**config.mk**
```make
export PLATFORM = sky130hd
export DESIGN_NAME = sort_floats_serial
export DESIGN_NICKNAME = d
export VERILOG_FILES = /design/src/rtl/sort_floats_serial_pkg.sv /design/src/rtl/f_less_or_equal.sv /design/src/rtl/sort_floats_serial.sv
export SDC_FILE = /design/constraint.sdc
export NUM_CORES = 1
export LEC_CHECK = 0
export ABC_AREA = 0
export CAP_MARGIN = 10
export CORE_MARGIN = 2
export CORE_UTILIZATION = 60
export CTS_CLUSTER_SIZE = 12
export DETAILED_ROUTE_END_ITERATION = 16
export DONT_BUFFER_PORTS = 1
export HOLD_SLACK_MARGIN = 0.05
export PLACE_DENSITY = 0.77
export SYNTH_ARGS = -nofsm -noshare
export SYNTH_HDL_FRONTEND = slang
export SYNTH_SLANG_ARGS = --single-unit
```
**constraint.sdc**
```tcl
create_clock -name clk -period 6.5 [get_ports clk]
set_input_delay 1.3 -clock clk [delete_from_list [all_inputs] [get_ports clk]]
set_output_delay 1.3 -clock clk [all_outputs]
set_load 0.02 [all_outputs]
```
**src/rtl/sort_floats_serial_pkg.sv**
```systemverilog
// Shared definitions for the serial float sorter and its testbench.
package sort_floats_serial_pkg;

  // IEEE-754 single precision word layout.
  localparam int FLEN  = 32;
  localparam int EXP_W = 8;

  typedef enum logic [1:0] {
    COLLECT = 2'd0,
    SORT    = 2'd1,
    EMIT    = 2'd2
  } state_e;

endpackage

```
**src/rtl/f_less_or_equal.sv**
```systemverilog
// Float comparator: res = (a <= b) for IEEE-754 words, with +0 == -0.
// err flags a NaN or Inf operand; res is still produced but is then meaningless.
module f_less_or_equal
  import sort_floats_serial_pkg::*;
(
  input  logic [FLEN-1:0] a,
  input  logic [FLEN-1:0] b,
  output logic            res,
  output logic            err
);

  logic            sign_a_s;
  logic            sign_b_s;
  logic [FLEN-2:0] mag_a_s;
  logic [FLEN-2:0] mag_b_s;

  assign sign_a_s = a[FLEN-1];
  assign sign_b_s = b[FLEN-1];
  assign mag_a_s  = a[FLEN-2:0];
  assign mag_b_s  = b[FLEN-2:0];

  // An all-ones exponent means NaN or Inf on either side.
  assign err = (&a[FLEN-2 -: EXP_W]) | (&b[FLEN-2 -: EXP_W]);

  // Sign decides first; equal signs compare magnitude, reversed for negatives.
  always_comb begin
    res = 1'b1;
    if ((mag_a_s == {(FLEN-1){1'b0}}) && (mag_b_s == {(FLEN-1){1'b0}})) begin
      res = 1'b1;
    end else if (sign_a_s != sign_b_s) begin
      res = sign_a_s;
    end else if (sign_a_s) begin
      res = (mag_a_s >= mag_b_s);
    end else begin
      res = (mag_a_s <= mag_b_s);
    end
  end

endmodule

```
**src/rtl/sort_floats_serial.sv**
```systemverilog
// Serial float sorter: collects N words, bubble-sorts them in place with one
// shared comparator (one compare per clock), then streams them out ascending.
module sort_floats_serial
  import sort_floats_serial_pkg::*;
#(
  parameter int N = 3
) (
  input  logic            clk,
  input  logic            rst,
  input  logic            up_valid,
  input  logic [FLEN-1:0] up_data,
  output logic            up_ready,
  output logic            down_valid,
  output logic [FLEN-1:0] down_data,
  output logic            down_last,
  output logic            down_err,
  input  logic            down_ready
);

  localparam int            CW       = $clog2(N);
  localparam logic [CW-1:0] LAST_IDX = CW'(N - 1);
  localparam logic [CW-1:0] LAST_J   = CW'(N - 2);
  localparam logic [CW-1:0] ONE      = CW'(1);

  state_e          state_r;
  state_e          state_s;
  logic [FLEN-1:0] buf_r [N];
  logic [CW-1:0]   wr_cnt_r;
  logic [CW-1:0]   rd_cnt_r;
  logic [CW-1:0]   p_r;
  logic [CW-1:0]   j_r;
  logic            err_sticky_r;
  logic            down_valid_r;
  logic [FLEN-1:0] down_data_r;
  logic            down_last_r;
  logic            down_err_r;

  logic [FLEN-1:0] cmp_a_s;
  logic [FLEN-1:0] cmp_b_s;
  logic            cmp_res_s;
  logic            cmp_err_s;
  logic            up_fire_s;
  logic            down_fire_s;
  logic            sort_done_s;
  logic [CW-1:0]   rd_next_s;

  assign cmp_a_s     = buf_r[j_r];
  assign cmp_b_s     = buf_r[j_r + ONE];
  assign up_fire_s   = up_valid && (state_r == COLLECT);
  assign down_fire_s = down_valid_r && down_ready;
  assign sort_done_s = (state_r == SORT) && (p_r == LAST_J) && (j_r == LAST_J);
  assign rd_next_s   = rd_cnt_r + ONE;

  assign up_ready   = (state_r == COLLECT);
  assign down_valid = down_valid_r;
  assign down_data  = down_data_r;
  assign down_last  = down_last_r;
  assign down_err   = down_err_r;

  f_less_or_equal u_cmp (
    .a   (cmp_a_s),
    .b   (cmp_b_s),
    .res (cmp_res_s),
    .err (cmp_err_s)
  );

  // State register.
  always_ff @(posedge clk or negedge rst) begin
    if (!rst) begin
      state_r <= COLLECT;
    end else begin
      state_r <= state_s;
    end
  end

  // Next-state: full set -> sort; fixed-length sort -> emit; last word out -> collect.
  always_comb begin
    state_s = state_r;
    case (state_r)
      COLLECT: begin
        if (up_fire_s && (wr_cnt_r == LAST_IDX)) begin
          state_s = SORT;
        end else begin
          state_s = COLLECT;
        end
      end
      SORT: begin
        if (sort_done_s) begin
          state_s = EMIT;
        end else begin
          state_s = SORT;
        end
      end
      EMIT: begin
        if (down_fire_s && down_last_r) begin
          state_s = COLLECT;
        end else begin
          state_s = EMIT;
        end
      end
      default: state_s = COLLECT;
    endcase
  end

  // Buffer, counters, sticky error and the registered output word.
  always_ff @(posedge clk or negedge rst) begin
    if (!rst) begin
      for (int i = 0; i < N; i++) begin
        buf_r[i] <= {FLEN{1'b0}};
      end
      wr_cnt_r     <= {CW{1'b0}};
      rd_cnt_r     <= {CW{1'b0}};
      p_r          <= {CW{1'b0}};
      j_r          <= {CW{1'b0}};
      err_sticky_r <= 1'b0;
      down_valid_r <= 1'b0;
      down_data_r  <= {FLEN{1'b0}};
      down_last_r  <= 1'b0;
      down_err_r   <= 1'b0;
    end else begin
      case (state_r)
        COLLECT: begin
          if (up_fire_s) begin
            buf_r[wr_cnt_r] <= up_data;
            if (wr_cnt_r == LAST_IDX) begin
              wr_cnt_r     <= {CW{1'b0}};
              p_r          <= {CW{1'b0}};
              j_r          <= {CW{1'b0}};
              err_sticky_r <= 1'b0;
            end else begin
              wr_cnt_r <= wr_cnt_r + ONE;
            end
          end
        end
        SORT: begin
          err_sticky_r <= err_sticky_r | cmp_err_s;
          // res=0 means a > b: swap; equal values hold, keeping the sort stable.
          if (!cmp_res_s) begin
            buf_r[j_r]       <= cmp_b_s;
            buf_r[j_r + ONE] <= cmp_a_s;
          end
          if (j_r == LAST_J) begin
            j_r <= {CW{1'b0}};
            if (p_r == LAST_J) begin
              rd_cnt_r <= {CW{1'b0}};
            end else begin
              p_r <= p_r + ONE;
            end
          end else begin
            j_r <= j_r + ONE;
          end
        end
        EMIT: begin
          if (!down_valid_r) begin
            // First cycle in EMIT: present word 0.
            down_valid_r <= 1'b1;
            down_data_r  <= buf_r[rd_cnt_r];
            down_last_r  <= (rd_cnt_r == LAST_IDX);
            down_err_r   <= err_sticky_r;
          end else if (down_fire_s) begin
            if (down_last_r) begin
              down_valid_r <= 1'b0;
              down_data_r  <= {FLEN{1'b0}};
              down_last_r  <= 1'b0;
              down_err_r   <= 1'b0;
            end else begin
              rd_cnt_r    <= rd_next_s;
              down_data_r <= buf_r[rd_next_s];
              down_last_r <= (rd_next_s == LAST_IDX);
            end
          end
        end
        default: begin
          down_valid_r <= 1'b0;
        end
      endcase
    end
  end

endmodule

```
## Word-level counts from Yosys, hierarchy flattened

Index checks and enable logic that the tools add are counted.

| word-level totals | value |
|---|---|
| flip-flop bits (word level) | 142 |
| input port bits | 36 |
| output and inout bits | 36 |
| logic and storage cells | 139 |

| cells by class | value |
|---|---|
| add/subtract/negate cells | 4 |
| magnitude comparators | 10 |
| equal/unequal tests | 19 |
| mux-type cells | 61 |
| bitwise operators | 7 |
| reductions and logical operators | 25 |

Operators by type and width:

| operator | number |
|---|---|
| 2-to-1 mux 32 bit | 14 |
| bitwise mux 96 bit | 3 |
| binary-select mux 32 bit (select 2 bit) | 4 |
| demux 32 bit (select 2 bit) | 3 |
| 2-to-1 mux 96 bit | 2 |
| case mux 96 bit (2 select lines) | 1 |
| zero test 31 bit | 2 |
| >= comparator 31 bit | 1 |
| <= comparator 31 bit | 1 |
| 2-to-1 mux 2 bit | 13 |
| AND reduction 8 bit | 2 |
| >= comparator 3 bit, second input constant | 5 |
| 2-to-1 mux 1 bit | 15 |
| NOT 2 -> 3 bit | 5 |
| != test 2 x 1 -> 1 bit, second input constant | 6 |
| case mux 2 bit (2 select lines) | 3 |
| logical AND 1 bit | 10 |
| != test 2 bit, second input constant | 5 |
| less-than comparator 3 x 1 -> 1 bit, second input constant | 3 |
| AND reduction 3 bit | 3 |
| adder 2 x 1 -> 2 bit, second input constant | 4 |
| equality test 2 bit, second input constant | 4 |
| equality test 2 x 1 -> 1 bit, second input constant | 3 |
| case mux 2 bit (3 select lines) | 1 |
| other kinds (9) | 13 |

## Depth between registers and ports, before layout

Gate-level depths: netlist (run 1).

| depth | value |
|---|---|
| depth in word-level cells | 11 |
| mapped depth | 19 |

## Hierarchy

From an unflattened synthesis (run 1), not the netlist that was laid out.

| unflattened totals | value |
|---|---|
| cell total of the unflattened synthesis | 1376 |
| area total of the unflattened synthesis | 12074.1 um2 |

Modules (own cells, without submodules):

| module | times used | cells each | area an instance (um2) | sequential area each (um2) |
|---|---|---|---|---|
| sort_floats_serial | 1 | 1235 | 11061.9 | 3553.4 |
| f_less_or_equal | 1 | 141 | 1012.2 | 0.0 |

## Worst setup path after synthesis (run 1)

No wires, ideal clock.

| path | value |
|---|---|
| path kind | register to register |
| start point | register j_r[0] |
| end point | register buf_r[10] (netlist bit) |
| setup time | 0.125 ns |
| arrival | 4.359 ns |
| setup slack | 2.016 ns |
| cell stages (with the launch flop) | 19 |
| buffers on the path | 5 |
| cells stage by stage | dfrtp_1 -> buf_2 -> clkinv_1 -> buf_1 -> ha_1 -> buf_6 -> nor2_1 -> clkbuf_1 -> a22o_1 -> inv_1 -> ha_1 -> nand4_1 -> nor4_1 -> nand2_1 -> a311o_1 -> o211ai_1 -> a31oi_4 -> buf_6 -> mux2_4 |

| between the ends | value |
|---|---|
| longest elaborated chain between the ends | 11 |
| elaborated cells on any way between the ends | 34 |

RTL lines:

| element | RTL line | source |
|---|---|---|
| from (decl) | sort_floats_serial.sv:31 | `logic [CW-1:0] j_r;` |
| from (signal assigned) | sort_floats_serial.sv:114 | `j_r <= {CW{1'b0}};` |
| from (signal assigned) | sort_floats_serial.sv:128 | `j_r <= {CW{1'b0}};` |
| from (signal assigned) | sort_floats_serial.sv:143 | `j_r <= {CW{1'b0}};` |
| adder 2 x 1 -> 2 bit | sort_floats_serial.sv:48, sort_floats_serial.sv:140 |  |
| NOT 2 -> 3 bit (implied by the code) | sort_floats_serial.sv:48, sort_floats_serial.sv:140 |  |
| binary-select mux 32 bit (select 2 bit) | sort_floats_serial.sv:48 | `assign cmp_b_s = buf_r[j_r + ONE];` |
| 2-to-1 mux 32 bit (implied by the code) (2 in series) | sort_floats_serial.sv:48 |  |
| <= comparator 31 bit or >= comparator 31 bit (tied branches) | f_less_or_equal.sv:35, f_less_or_equal.sv:33 |  |
| 2-to-1 mux 1 bit | f_less_or_equal.sv:32 | `end else if (sign_a_s) begin` |
| 2-to-1 mux 1 bit | f_less_or_equal.sv:30 | `end else if (sign_a_s != sign_b_s) begin` |
| 2-to-1 mux 1 bit | f_less_or_equal.sv:28 | `if ((mag_a_s == {(FLEN-1){1'b0}}) && (mag_b_s == {(FLEN-1){1'b0}})) begin` |
| != test 2 bit (no line) | -- |  |
| AND reduction 3 bit (no line) | -- |  |
| to (signal, indexed assignment) | sort_floats_serial.sv:109 | `buf_r[i] <= {FLEN{1'b0}};` |
| to (signal, indexed assignment) | sort_floats_serial.sv:124 | `buf_r[wr_cnt_r] <= up_data;` |
| to (signal, indexed assignment) | sort_floats_serial.sv:139 | `buf_r[j_r] <= cmp_b_s;` |
| to (decl) | sort_floats_serial.sv:27 | `logic [FLEN-1:0] buf_r [N];` |

Several ways; a longest one is shown, not always the timed one. The select of a mux whose other input is x is not followed.
A chain may end at the register's enable or synchronous reset.

## Final worst setup path (run 1)

| path | value |
|---|---|
| start point | register j_r[0] |
| end point | register buf_r[80] (netlist bit) |

Same word-level chain as after synthesis.

==> impl_metrics.toml, run 1 <==
[status]
status = "completed"

[finish]
syn2layout_area_growth_pct = 5.36
antennaDiodeCount = 0
utilization_pct = 64.6
drive_above_1_share_pct = 14.8
num-nets-final = 1258
final_common_cell = "dfrtp_1"
layout_common_cells = "dfrtp_1 (139), mux2i_1 (122), nand2_1 (117), o21ai_0 (112), a22oi_1 (97)"

[sta]
slew-limit-headroom_pct = 18.1
rsz0062_at_grt = "no"
fin_crit_sh_pct = 84.4
slew_violations = 0
period_needed_ns = 5.48
fmax_mhz = 182
setup_tns_ns = 0
final_hold_viol_count = 0
finalSetupViolCount = 0
clock_skew_ns = 0.00931
worst_pin_slew_ns = 1.23

[synth]
synth_area_leader_cell = "dfrtp_1"
ys_types = 46
synth_seq_area_share_pct = 30.8
ys_ff_latch = 142
synth-main-ff-cell = "dfrtp_1"
yosys-top-cells-area = "dfrtp_1 (31%), mux2_4 (12%), mux2i_1 (11%)"
postSynth.asyncResetShare_pct = 100
syn_area_mm2 = 0.0116
synth-edff-count = 0
syn-num-nets = 1330
synth_top_area_share_pct = 30.8
postSynthCellCount = 1255
syn_area_per_cell_um2 = 9.21
ys.warnings.count = 0

[clocking]
cts_buffers = 17
cts.sinks = 142
cts_hold_buffers = 0
clockBufferDepth = 2
cts_root_buffer = "clkbuf_16"
ctsResizeCount = 0
clock_latency_ns = 0.44
cts_setup_buffers = 0
path_clk_slew_ns = 0.06
cts_tree = "yes"
cts_max_level = 4

[place]
dpl.hpwl_um = 21200
portBuffers = 0
place_congestion = 0.904

[setup_path]
critPathMostFrequentCell = "buf_4"
crit_required_ns = 6.82
worst-r2r-setup-slack_ns = 1.02
endpoint_kind = "register"
regToRegStartpoint = "j_r[0]"
crit_path_start = "j_r[0]"
cp.arrival_ns = 5.81
path_max_fanout = 29
crit_chain = "clkinv_1 > buf_4 > ha_2 > nor2_2 > buf_4 > o2bb2ai_1 > inv_1 > ha_1 > nand4_1 > nor4_1 > nand2_1 > a31oi_1 > o211ai_1 > a31oi_4 > buf_12 > mux2_4"
cp-start-kind = "register"
slowest_delay_ns = 0.82
timing.critical_path.slowest_stage_cell = "a31oi_4"
criticalPathCategory = "register to register"

[grt]
track_usage_pct = 34.0
antenna_found_initial = 0
grt_first_pass_wirelength_um = 54400
grt_pass1_vias = 9956
grt_max_degree = 143
grt.overflow.total = 0

[detailed_routing]
wl_per_cell_um = 23.5
wl_um = 34200
first_iter_violations = 1239
vias = 10300
routed_via_density = 7.07
drt.antenna.violating_nets = 0
firstDrtPassIters = 7
drt_drc_violations_left = 0

[run]
cap_violations = 0

[pwr]
pwr-share-seq_pct = 27.6
peakVddDrop_uv = 390
combPwrFrac_pct = 58.0
p_sw_w = 0.00322
total_power_w = 0.00668
swShare_pct = 48.2
internal_power_w = 0.00346
powerDensity_mw_per_mm2 = 549
leakagePower_nw = 5.00
pwr-share-clk_pct = 14.3

[die]
die_h_um = 143
core_mm2 = 0.0188
chipWidth_um = 143
initial_utilization_pct = 61.3
die_area_mm2 = 0.0204
ios = 72
rows = 50

[min_path]
hold_class = "register to register"
worstHoldStart = "p_r[1]"
## routing by layer
| metal | part of all wire, % | vias to the layer above | global-route usage [%] |
|---|---|---|---|
| li1 | - | 4571 | - |
| met1 | 41 | 5030 | 45.2 |
| met2 | 46 | 603 | 54.2 |
| met3 | 10 | 91 | 8.25 |
| met4 | 2.8 | 0 | 12.3 |
| met5 | 0 | - | 0 |
## cell usage after synthesis, drive strengths merged (2+ instances only)
library cell / n
o21ai: 112
o21a: 33
nor3: 3
nor2b: 8
a21o: 4
a22oi: 97
nor4: 16
a21oi: 45
o21bai: 2
and3: 2
o31ai: 2
nand2b: 6
nand4: 10
dfrtp: 142
a31oi: 36
inv: 38
clkbuf: 84
mux2: 102
o211ai: 3
a211oi: 3
o2bb2ai: 57
mux2i: 122
a22o: 6
nand2: 117
buf: 32
o221ai: 32
ha: 39
nand3: 4
nor2: 88
## stage by stage
stage	instances	hold slack (ns)	area (um^2)	worst slack, ns
2_1_floorplan	1255	0.450	11600	2.02
3_3_place_gp	1423	0.466	11600	1.34
6_report	1456	0.495	12200	1.02
5_1_grt	1456	0.536	12200	0.731
4_1_cts	1455	0.500	12200	1.13
3_5_place_dp	1423	0.485	11600	1.20
## critical path: cells and delay by family, from the launching register on
| kind | cells | cell delay, ns |
|---|---|---|
| compound gates | 4 | 1.61 |
| buf+inv | 5 | 1.20 |
| simple gates | 4 | 1.13 |
| fa+ha+maj | 2 | 0.68 |
| flops | 1 | 0.41 |
| mux | 1 | 0.32 |
## logic make-up (layout without fill, tap and decap cells)
kind of cell    count (synthesis)  after routing  share of synthesized area [%]
fa+ha+maj                      39             39                           4.22
flops                         142            142                           30.8
buf+inv                       155             96                           5.87
mux                           224            224                           23.4
simple gates                  257            257                           9.51
compound gates                438            438                           26.2
## cell type report
| class | instances | area, um^2 |
|---|---|---|
| multi-input combinational | 958 | 7360 |
| clock inverter | 10 | 87.6 |
| sequential | 142 | 3560 |
| tap | 260 | 325 |
| timing repair buffer | 25 | 216 |
| inverter | 39 | 146 |
| fill | 1492 | 6660 |
| clock buffer | 22 | 474 |
## sequential cells by signal, summed over array words and instances, names as in the netlist
register and cells:
p_r 2, down_valid 1, down_last 1, buf_r 96, down_data 32, j_r 2, err_sticky_r 1, wr_cnt_r 2
state_r 2, rd_cnt_r 2, down_err 1
## power by group through the flow
stage	Sequential [W]	Combinational (W)	Clock (W)
2_1_floorplan	0.00166	0.00308	0
3_3_place_gp	0.00183	0.00367	0
3_5_place_dp	0.00185	0.00376	0
4_1_cts	0.00184	0.00378	0.000961
5_1_grt	0.00190	0.00416	0.00101
6_report	0.00185	0.00388	0.000958
## final timing paths
path,end,cells past startpoint
min,p_r[1],2
max in group asynchronous,buf_r[73],0
max,buf_r[80],16
max reg2reg,buf_r[80],16
min reg2reg,p_r[1],2
min in group asynchronous,down_data[25],0
Power figures use the tool's default switching activity.
==> run 2: changes to the inputs <==
--- a/config.mk
+++ b/config.mk
@@ -8,12 +8,12 @@
 export ABC_AREA = 0
 export CAP_MARGIN = 10
 export CORE_MARGIN = 2
-export CORE_UTILIZATION = 60
+export CORE_UTILIZATION = 59
 export CTS_CLUSTER_SIZE = 12
 export DETAILED_ROUTE_END_ITERATION = 16
 export DONT_BUFFER_PORTS = 1
 export HOLD_SLACK_MARGIN = 0.05
-export PLACE_DENSITY = 0.77
+export PLACE_DENSITY = 0.79
 export SYNTH_ARGS = -nofsm -noshare
 export SYNTH_HDL_FRONTEND = slang
 export SYNTH_SLANG_ARGS = --single-unit
==> constraint.sdc (replaced) <==
create_clock -name clk -period 5.04 [get_ports clk]
set_input_delay 1.008 -clock clk [delete_from_list [all_inputs] [get_ports clk]]
set_output_delay 1.008 -clock clk [all_outputs]
set_load 0.02 [all_outputs]
==> run 2 against run 1 <==
  * Total power up 34%
  * Setup slack worse by 0.66 ns
  * Combinational power up 34%
  * First-iteration DRC count down 3.6%
  * Highest routed layer unchanged
==> impl_metrics.toml, run 2 (synthesized netlist as in run 1, its figures left out) <==
[grt]
antenna_found_initial = 0
grt_pass1_vias = 10400
grt_max_degree = 143
grt.overflow.total = 0
track_usage_pct = 35.3
grt_first_pass_wirelength_um = 56900

[setup_path]
worst-r2r-setup-slack_ns = 0.36
cp-start-kind = "register"
criticalPathCategory = "register to register"
crit_required_ns = 5.36
cp_top_family = "compound AO/OA/AOI/OAI gates"
endpoint_kind = "register"
critical_path_buf_inv_count = 4
path_max_fanout = 24
cp.arrival_ns = 5.00
slowest_delay_ns = 0.61
crit_chain = "clkinv_1 > ha_2 > buf_4 > mux2_1 > a22o_1 > inv_1 > ha_1 > nand4_1 > nor4_1 > a221oi_1 > nand4_1 > o211ai_1 > a31oi_4 > buf_4 > mux2_4"
timing.critical_path.slowest_stage_cell = "o211ai_1"

[sta]
slew_violations = 0
slew-limit-headroom_pct = 30.9
rsz0062_at_grt = "no"
fmax_mhz = 214
finalSetupViolCount = 0
setup_tns_ns = 0
period_needed_ns = 4.68
clock_skew_ns = 0.0113
fin_crit_sh_pct = 92.8
final_hold_viol_count = 0
worst_pin_slew_ns = 1.03

[clocking]
cts_buffers = 17
clockBufferDepth = 2
path_clk_slew_ns = 0.06
cts_tree = "yes"
cts_hold_buffers = 0
cts_max_level = 4
cts.sinks = 142
clock_latency_ns = 0.44
cts_root_buffer = "clkbuf_16"

[finish]
final_common_cell = "dfrtp_1"
antennaDiodeCount = 0
nFillCells = 1572
num-nets-final = 1271
layout_common_cells = "dfrtp_1 (139), mux2i_1 (122), nand2_1 (117), o21ai_0 (112), a22oi_1 (97)"
utilization_pct = 64.0
largest_register = "buf_r"
syn2layout_area_growth_pct = 7.06
drive_above_1_share_pct = 15.8
largest_register_ffs = 96

[die]
ios = 72
initial_utilization_pct = 59.7
die_h_um = 144
rows = 51
chipWidth_um = 144
die_area_mm2 = 0.0207
core_mm2 = 0.0193

[pwr]
pwr-share-clk_pct = 16.2
pwr-share-seq_pct = 25.7
leakagePower_nw = 5.10
peakVddDrop_uv = 508
powerDensity_mw_per_mm2 = 724
combPwrFrac_pct = 58.1
swShare_pct = 47.5
internal_power_w = 0.00470
p_sw_w = 0.00425

[detailed_routing]
vias = 10600
wl_per_cell_um = 24.4
first_iter_violations = 1195
drt_drc_violations_left = 0
firstDrtPassIters = 6
wl_um = 36000
routed_via_density = 7.18
drt.antenna.violating_nets = 0

[place]
dpl.hpwl_um = 22000
place_congestion = 0.922
portBuffers = 0

[min_path]
hold_class = "input pin to asynchronous set/reset pin"

[status]
status = "completed"

[run]
cap_violations = 0
## run 2: metal layers
metal / global-route usage (%) / share of wire [%]
met5: 0 / 0
met4: 19.7 / 4.9
met3: 7.26 / 10
met2: 55.1 / 45
met1: 45.7 / 40
## run 2: power by group through the flow
stage	logic (W)	clock network (W)	registers, W
floorplan	0.00397	0	0.00214
global placement	0.00487	0	0.00228
detailed placement	0.00499	0	0.00230
CTS	0.00505	0.00146	0.00229
global route	0.00557	0.00150	0.00237
finish	0.00520	0.00145	0.00230
## run 2: final timing paths
check	from	to	depth (start not counted)
setup reg to reg	j_r[0]	buf_r[90]	15
max in group asynchronous	rst	down_data[10]	0
hold reg to reg	p_r[1]	p_r[1]	2
min in group clk	p_r[1]	p_r[1]	2
setup / recovery	j_r[0]	buf_r[90]	15
hold / removal	rst	down_data[25]	0
## run 2: final cells by class
cell class,instances,area (um^2),area share [%]
flip-flops and latches,142,3560,28.8
multi-input cells,958,7360,59.5
clock inverters,10,183,1.48
well taps,265,332,2.68
inverters,39,146,1.18
repair buffers,38,302,2.44
clock buffers,22,484,3.92
## run 2: repair_timing
action,CTS,global route
setup buffers,0,3
resized for setup,0,0
endpoints found under the setup margin,0,23
## run 2: stage by stage
stage          instance area (um^2)  instances  total power, W  worst slack (ns)  hold WS, ns
6_report                      12400       1474         0.00896             0.361        0.267
5_1_grt                       12400       1474         0.00945             0.145        0.262
4_1_cts                       12300       1470         0.00879             0.289        0.258
3_5_place_dp                  11700       1438         0.00730             0.367        0.485
3_3_place_gp                  11700       1438         0.00715             0.542        0.464
2_1_floorplan                 11600       1255         0.00611             0.556        0.450
==> run 3: changes to the inputs <==
--- a/config.mk
+++ b/config.mk
@@ -6,7 +6,7 @@
 export NUM_CORES = 1
 export LEC_CHECK = 0
 export ABC_AREA = 0
-export CAP_MARGIN = 10
+export CAP_MARGIN = 20
 export CORE_MARGIN = 2
 export CORE_UTILIZATION = 59
 export CTS_CLUSTER_SIZE = 12
==> run 3 against run 2 <==
  * Setup slack is the same
  * Sequential share of layout area unchanged
  * Clock power hardly changed
  * Largest cell class unchanged
  * Total power unchanged
==> impl_metrics.toml, run 3 (synthesized netlist as in run 1, its figures left out) <==
[sta]
clock_skew_ns = 0.0113
fin_crit_sh_pct = 92.8
final_hold_viol_count = 0
worst_pin_slew_ns = 1.03
slew_violations = 0
rsz0062_at_grt = "no"
fmax_mhz = 214
slew-limit-headroom_pct = 30.9
finalSetupViolCount = 0
period_needed_ns = 4.68
setup_tns_ns = 0
hold_ws_ns = 0.267

[setup_path]
slowest_delay_ns = 0.61
crit_chain = "clkinv_1 > ha_2 > buf_4 > mux2_1 > a22o_1 > inv_1 > ha_1 > nand4_1 > nor4_1 > a221oi_1 > nand4_1 > o211ai_1 > a31oi_4 > buf_4 > mux2_4"
cp.arrival_ns = 5.00
criticalPathCategory = "register to register"
cp-start-kind = "register"
path_max_fanout = 24
timing.critical_path.slowest_stage_cell = "o211ai_1"
crit_required_ns = 5.36
endpoint_kind = "register"

[detailed_routing]
routed_via_density = 7.18
dr_wl_met2_um = 16400
drt.antenna.violating_nets = 0
drt_drc_violations_left = 0
wl_met3_um = 3590
wl_um = 36000
firstDrtPassIters = 6
first_iter_violations = 1195
wl_per_cell_um = 24.4
top_layer = "met4"
vias = 10600
wl_met1_um = 14200

[clocking]
cts_hold_buffers = 0
ctsResizeCount = 0
cts_root_buffer = "clkbuf_16"
cts.sinks = 142
cts_buffers = 17
path_clk_slew_ns = 0.06
clock_latency_ns = 0.44
cts_max_level = 4
cts_tree = "yes"
clockBufferDepth = 2

[finish]
drive_above_1_share_pct = 15.8
final_common_cell = "dfrtp_1"
utilization_pct = 64.0
largest_register = "buf_r"
nFillCells = 1572
antennaDiodeCount = 0
final_cells = 1474
syn2layout_area_growth_pct = 7.06
layout_common_cells = "dfrtp_1 (139), mux2i_1 (122), nand2_1 (117), o21ai_0 (112), a22oi_1 (97)"
largest_register_ffs = 96
num-nets-final = 1271

[grt]
grt_max_degree = 143
track_usage_pct = 35.3
grt_first_pass_wirelength_um = 56900
grt_pass1_vias = 10400
antenna_found_initial = 0
grt.overflow.total = 0

[place]
portBuffers = 0
dp_cells = 1438
dpl.hpwl_um = 22000
place_congestion = 0.922

[pwr]
peakVddDrop_uv = 508
leakagePower_nw = 5.10
powerDensity_mw_per_mm2 = 724

[die]
initial_utilization_pct = 59.7
chipWidth_um = 144
core_mm2 = 0.0193
die_area_mm2 = 0.0207
die_h_um = 144
ios = 72
rows = 51

[min_path]
hold_class = "input pin to asynchronous set/reset pin"

[run]
cap_violations = 0

[status]
status = "completed"
==> run 3: cell type report <==
type	count	area, um^2	share of cell area (%)
Multi-Input combinational cell	958	7360	59.5
Sequential cell	142	3560	28.8
Clock buffer	22	484	3.92
Tap cell	265	332	2.68
Timing Repair Buffer	38	302	2.44
Clock inverter	10	183	1.48
Inverter	39	146	1.18
==> run 3: timing repair <==
item | in CTS | in global routing
hold endpoints to repair | 0 | 0
endpoints found under the setup margin | 0 | 23
setup buffers | 0 | 3
==> run 3: power by group <==
part           internal, W  leakage, nW  total (W)  switching (W)
registers          0.00160         1.84    0.00230       0.000704
clock network     0.000929        0.318    0.00145       0.000521
logic              0.00218         2.94    0.00520        0.00303
total              0.00470         5.10    0.00896        0.00425
==> run 3: metal layers <==
metal,global-route usage [%],vias up
met2,55.1,671
met4,19.7,0
met1,45.7,5136
li1,-,4607
met5,0,-
met3,7.26,163
==> run 3: worst paths after layout <==
| path | startpoint | depth (start not counted) | endpoint | slack (ns) |
|---|---|---|---|---|
| worst min-delay path | rst | 0 | down_data[25] | 0.27 |
| worst max-delay path | j_r[0] | 15 | buf_r[90] | 0.36 |
| max in group asynchronous | rst | 0 | down_data[10] | 4.57 |
| worst min register to register | p_r[1] | 2 | p_r[1] | 0.49 |
| min in group clk | p_r[1] | 2 | p_r[1] | 0.49 |
| worst max register to register | j_r[0] | 15 | buf_r[90] | 0.36 |
==> run 3: per-stage QoR <==
step / total power, W / worst slack, ns / area [um^2]
6_report: 0.00896 / 0.361 / 12400
5_1_grt: 0.00945 / 0.145 / 12400
4_1_cts: 0.00879 / 0.289 / 12300
3_5_place_dp: 0.00730 / 0.367 / 11700
3_3_place_gp: 0.00715 / 0.542 / 11700
2_1_floorplan: 0.00611 / 0.556 / 11600
==> run 3: worst max-delay path, delay by kind of cell (launching register included) <==
family,cells,cell delay [ns]
AOI/OAI and AO/OA,4,1.45
buffers and inverters,4,0.83
adders and majority gates,2,0.81
muxes,2,0.71
and+or+nand+nor,3,0.39
DFF,1,0.36
